<file path="src/rtl/noc_switch_alloc.sv">
// noc_switch_alloc
//   Switch allocator for a 5-port mesh router (N=0, S=1, E=2, W=3, L=4).
//   Each output runs its own round-robin arbitration over the head-flit
//   requests of the five input queues. Grant, route select and queue pop
//   strobes are registered, so they appear one cycle after the request.
// Ports
//   clk_i, rst_i                     clock, async active-high reset
//   req_X_i, dest_X_i[2:0]           head-flit request and target output of input X
//   out_ready_X_i                    downstream of output X can take a flit
//   grant_access_<dir>_o             output crossbar lane drives a flit
//   address_route_X_o[2:0]           input index switched onto output X (0 if idle)
//   pop_<dir>q_o                     dequeue input queue X
module noc_switch_alloc #(
  parameter int RR_INIT     = 0,
  parameter bit ALLOW_UTURN = 1'b0
) (
  input  logic       clk_i,
  input  logic       rst_i,
  input  logic       req_n_i,
  input  logic       req_s_i,
  input  logic       req_e_i,
  input  logic       req_w_i,
  input  logic       req_l_i,
  input  logic [2:0] dest_n_i,
  input  logic [2:0] dest_s_i,
  input  logic [2:0] dest_e_i,
  input  logic [2:0] dest_w_i,
  input  logic [2:0] dest_l_i,
  input  logic       out_ready_n_i,
  input  logic       out_ready_s_i,
  input  logic       out_ready_e_i,
  input  logic       out_ready_w_i,
  input  logic       out_ready_l_i,
  output logic       grant_access_north_o,
  output logic       grant_access_south_o,
  output logic       grant_access_east_o,
  output logic       grant_access_west_o,
  output logic       grant_access_local_o,
  output logic [2:0] address_route_n_o,
  output logic [2:0] address_route_s_o,
  output logic [2:0] address_route_e_o,
  output logic [2:0] address_route_w_o,
  output logic [2:0] address_route_l_o,
  output logic       pop_northq_o,
  output logic       pop_southq_o,
  output logic       pop_eastq_o,
  output logic       pop_westq_o,
  output logic       pop_localq_o
);

  logic [4:0] w_req;
  logic [4:0] w_ready;
  logic [2:0] w_dest [5];

  logic [4:0] r_grant;
  logic [4:0] r_pop;
  logic [2:0] r_route [5];
  logic [2:0] r_ptr [5];

  logic [4:0] w_elig [5];      // w_elig[out][in]
  logic [4:0] w_win_vld;
  logic [2:0] w_win_idx [5];
  logic [4:0] w_pop_nxt;

  assign w_req   = {req_l_i, req_w_i, req_e_i, req_s_i, req_n_i};
  assign w_ready = {out_ready_l_i, out_ready_w_i, out_ready_e_i, out_ready_s_i, out_ready_n_i};
  assign w_dest[0] = dest_n_i;
  assign w_dest[1] = dest_s_i;
  assign w_dest[2] = dest_e_i;
  assign w_dest[3] = dest_w_i;
  assign w_dest[4] = dest_l_i;

  // dest == j with j in 0..4 already excludes the illegal codes 5..7.
  // An input popped this cycle is masked because its head flit is changing.
  always_comb begin
    for (int j = 0; j < 5; j++) begin
      w_elig[j] = '0;
      for (int i = 0; i < 5; i++) begin
        w_elig[j][i] = w_req[i] && (w_dest[i] == 3'(j)) && !r_pop[i] &&
                       (ALLOW_UTURN || (i == 4) || (i != j));
      end
    end
  end

  // Scan ptr, ptr+1, ... mod 5; the first eligible input wins.
  always_comb begin
    logic [3:0] v_sum;
    logic [2:0] v_cand;
    v_sum  = '0;
    v_cand = '0;
    for (int j = 0; j < 5; j++) begin
      w_win_vld[j] = 1'b0;
      w_win_idx[j] = '0;
      if (w_ready[j]) begin
        for (int k = 0; k < 5; k++) begin
          v_sum  = {1'b0, r_ptr[j]} + 4'(k);
          v_cand = (v_sum >= 4'd5) ? 3'(v_sum - 4'd5) : v_sum[2:0];
          if (!w_win_vld[j] && w_elig[j][v_cand]) begin
            w_win_vld[j] = 1'b1;
            w_win_idx[j] = v_cand;
          end
        end
      end
    end
  end

  // Each input has one dest, so at most one output can select it.
  always_comb begin
    for (int i = 0; i < 5; i++) begin
      w_pop_nxt[i] = 1'b0;
      for (int j = 0; j < 5; j++) begin
        if (w_win_vld[j] && (w_win_idx[j] == 3'(i))) w_pop_nxt[i] = 1'b1;
      end
    end
  end

  always_ff @(posedge clk_i or posedge rst_i) begin
    if (rst_i) begin
      r_grant <= '0;
      r_pop   <= '0;
      for (int j = 0; j < 5; j++) begin
        r_route[j] <= '0;
        r_ptr[j]   <= 3'(RR_INIT);
      end
    end else begin
      r_grant <= w_win_vld;
      r_pop   <= w_pop_nxt;
      for (int j = 0; j < 5; j++) begin
        r_route[j] <= w_win_vld[j] ? w_win_idx[j] : 3'd0;
        if (w_win_vld[j]) r_ptr[j] <= (w_win_idx[j] == 3'd4) ? 3'd0 : w_win_idx[j] + 3'd1;
      end
    end
  end

  assign grant_access_north_o = r_grant[0];
  assign grant_access_south_o = r_grant[1];
  assign grant_access_east_o  = r_grant[2];
  assign grant_access_west_o  = r_grant[3];
  assign grant_access_local_o = r_grant[4];
  assign address_route_n_o    = r_route[0];
  assign address_route_s_o    = r_route[1];
  assign address_route_e_o    = r_route[2];
  assign address_route_w_o    = r_route[3];
  assign address_route_l_o    = r_route[4];
  assign pop_northq_o         = r_pop[0];
  assign pop_southq_o         = r_pop[1];
  assign pop_eastq_o          = r_pop[2];
  assign pop_westq_o          = r_pop[3];
  assign pop_localq_o         = r_pop[4];

endmodule

</file>
<file path="config.mk">
export PLATFORM = sky130hd
export DESIGN_NAME = noc_switch_alloc
export DESIGN_NICKNAME = d
export VERILOG_FILES = /design/src/rtl/noc_switch_alloc.sv
export SDC_FILE = /design/constraint.sdc
export NUM_CORES = 1
export LEC_CHECK = 0
export BUFFER_PORTS_ARGS = -buffer_cell sky130_fd_sc_hd__buf_2
export CAP_MARGIN = 20
export CORE_UTILIZATION = 35
export DETAILED_ROUTE_END_ITERATION = 6
export PLACE_DENSITY = 0.63
export SLEW_MARGIN = 20
export SYNTH_ARGS = -nofsm -noshare
export SYNTH_HDL_FRONTEND = slang
export SYNTH_SLANG_ARGS = --single-unit
</file>
<file path="constraint.sdc">
create_clock -name clk_i -period 4.5 [get_ports clk_i]
set_input_delay 0.9 -clock clk_i [delete_from_list [all_inputs] [get_ports clk_i]]
set_output_delay 0.9 -clock clk_i [all_outputs]
set_load 0.1 [all_outputs]
</file>
==> impl_metrics.tcl <==
set metrics [dict create \
    worstPathRequired_ps 4670 \
    fin_cells 1161 \
    maxCapViolCount 0 \
    antenna_found_initial 1 \
    regToRegEndpoint "r_pop[4]" \
    dieArea_um2 19140 \
    grt_pass1_wl_um 32710 \
    hpwl_um 15990 \
    clock_path_buffers 2 \
    cts_buffers 5 \
    clock_skew_ps 11.05 \
    drtPass1Iterations 7 \
    io_buffers 51 \
    crit_start "r_ptr[4]" \
    multi_input_area_um2 5229 \
    synth_cell_type_count 94 \
    relSlewSlack_pct 57.43 \
    cts_root_buf "clkbuf_16" \
    vias 6793 \
    synth_edf_count 0 \
    worstMarginPinSlew_ps 634.7 \
    drt_iter0_markers 462 \
    synth_area_per_cell_um2 7.709 \
    violations "DRC" \
    r2r-start "r_ptr[4]" \
    dieWidth_um 138.3 \
    grt_pass1_vias 6489 \
    synthArstFlopShare_pct 100.0 \
    worstSetupStartpointType "flip-flop" \
    layout-drive-gt1-share_pct 17.83 \
    final_area_um2 7585 \
    antenna_left 0 \
    n_fill_cell 1828 \
    worstSetupPathType "reg -> reg" \
    die_h_um 138.3 \
    routed_wirelength_um 20290 \
    cp.arrival_ps 4410 \
    syn_inst 844 \
    yosysWarningCount 0 \
    status "finished, violations left" \
    clk_latency_ps 300 \
    placed_cell_area_um2 7340 \
    io_pins 52 \
    post_cts_buffers 0 \
    grt_max_degree 41 \
    regToRegSetupSlack_ps 260 \
    rr_worst_depth 16 \
    initial_core_util_pct 35.97 \
    tritoncts "done" \
    clkSinkCount 40 \
    core-area_um2 18090 \
    min_period_over_period_pct 94.21 \
    synth-seq-area-share_pct 15.38 \
    synth_fp_nets 941 \
    post_drt_wl_per_cell_um 17.47 \
    drv_slew 0 \
    hold_class "in -> async" \
    ys.flop_type "dfrtp_1" \
    num-nets-final 1027 \
    cts.hold.buffers_added 0 \
    cts.clk_slew.worst_paths_ps 70 \
    fin_crit_ps 4239 \
    grt.overflow.total 0 \
    netlist_area_um2 6506 \
    area_delta_synth_final_pct 16.58 \
    gp_congestion 1.077 \
    dpl.cell_count 1151 \
    grt_use_total_pct 20.90 \
    via_per_inst 5.851 \
    row_count 49 \
    htree_levels 2 \
    regArea_um2 1002 \
    fmax_ghz 0.2359 \
    crit_fanout 7 \
    hold_viol_final 0 \
    ys_ff_latch 40 \
    setup_violations 0 \
    drc 12 \
    critPathCaptureType "flip-flop" \
]
## metrics by stage
step | setup slack, ps | util, % | hold slack (ps) | TNS (ps)
global placement | 260.0 | 40.58 | 588.9 | 0
CTS | 250.0 | 41.56 | 608.0 | 0
detailed placement | 231.7 | 40.58 | 582.0 | 0
floorplan | 110.5 | - | 717.3 | 0
global route | -8.275 | 41.92 | 542.5 | -8.275
finish | 260.7 | 41.94 | 524.6 | 0
## how the worst max path moves through the flow
stage,to,slack [ps],cells after the start
finish,r_pop[4],260,16
detailed placement,r_pop[4],230,15
CTS,r_pop[4],250,18
floorplan,r_pop[4],110,18
global route,r_pop[4],-8,16
global placement,r_pop[4],260,15
## worst max-delay path, cell delays in order (launching register included)
cell and delay, ps:
dfrtp_1 520, inv_1 230, ha_1 290, a21o_1 230
o21ai_0 230, o221ai_1 130, and3_1 210, or2_2 320
or3b_1 480, a211oi_1 270, nor2_1 60, o32ai_1 160
nand2_1 130, ha_1 210, inv_1 90, nor2_4 50
or4b_1 500
## cells by family after synthesis
| group | after synthesis | synth area share (%) |
|---|---|---|
| xor gates and xnor gates | 26 | 3.615 |
| DFF | 40 | 15.38 |
| adders and majority gates | 70 | 14.04 |
| and+or+nand+nor | 339 | 28.62 |
| AOI/OAI and AO/OA | 254 | 27.48 |
| muxes | 34 | 5.942 |
| buffers and inverters | 81 | 4.923 |
## placed cells by master (no fill, tap or decap), types with 6 or more instances in the layout
cell type  instances
nor4_1             9
nand3b_1           7
o22ai_1            9
nand2_1           66
nand3_1           33
dfrtp_1           39
a21o_1            11
or3_1              8
nor3_1            18
a31oi_1           13
nand2b_1          20
mux2i_1           24
nor2b_1           27
mux2_2             6
o221ai_1           6
and3_1             7
nor2_1            66
and2_1            21
nand4_1            6
inv_1             48
ha_1              65
o21a_1             6
a32oi_1            6
or2_2              7
nor3b_1           10
o31ai_1           11
buf_4             55
xnor2_1           21
buf_2             51
a21oi_1           54
o21ba_2            6
a211oi_1          15
o21ai_0           39
## per-layer routing
layer	GRT usage [%]	up-vias	wire (µm)
met5	0	-	0
met4	9.284	0	749
met3	2.182	47	1048
met2	35.80	209	9336
met1	26.53	3227	9153
li1	-	3310	-
## cell type report
cell class,count,share of cell area (%)
antenna,1,0.03299
clock buffer,6,1.831
clock inverter,2,0.5114
inverter,53,2.623
multi-input combinational,723,68.94
sequential,40,13.21
tap,229,3.778
timing repair buffer,107,9.073
## registers in the layout, indices dropped and copies added (netlist names)
signal	cells
r_ptr	15
r_grant	5
r_pop	5
address_route_e_o	3
address_route_l_o	3
address_route_n_o	3
address_route_s_o	3
address_route_w_o	3
## cell usage after synthesis, drive strengths merged (7+ instances only)
library cell	count	area share [%]
nor2	67	4.0
nand2b	20	1.9
clkbuf	15	0.87
inv	51	2.9
nor3b	12	1.5
nor4	10	1.1
o31ai	12	1.6
nor3	20	1.6
or3	8	0.77
a211oi	17	2.0
nand3b	7	0.81
o22ai	9	0.87
or2	11	1.1
nand3	33	2.5
nand2	66	3.8
o21ai	42	3.4
mux2i	24	3.7
buf	13	1.0
nor2b	27	2.6
a21oi	55	4.3
ha	65	13
mux2	7	1.2
a21o	11	1.3
and2	22	2.1
a31oi	14	1.3
and3	7	0.67
dfrtp	40	15
xnor2	21	2.8
## timing repair
| item | in CTS | in global routing |
|---|---|---|
| setup endpoints to repair | 0 | 3 |
| endpoints found under the hold margin | 0 | 0 |
| resized for setup | 0 | 8 |
Power is not shown: default switching activity piles up to over one toggle a cycle in this logic, so the estimate is an artifact.
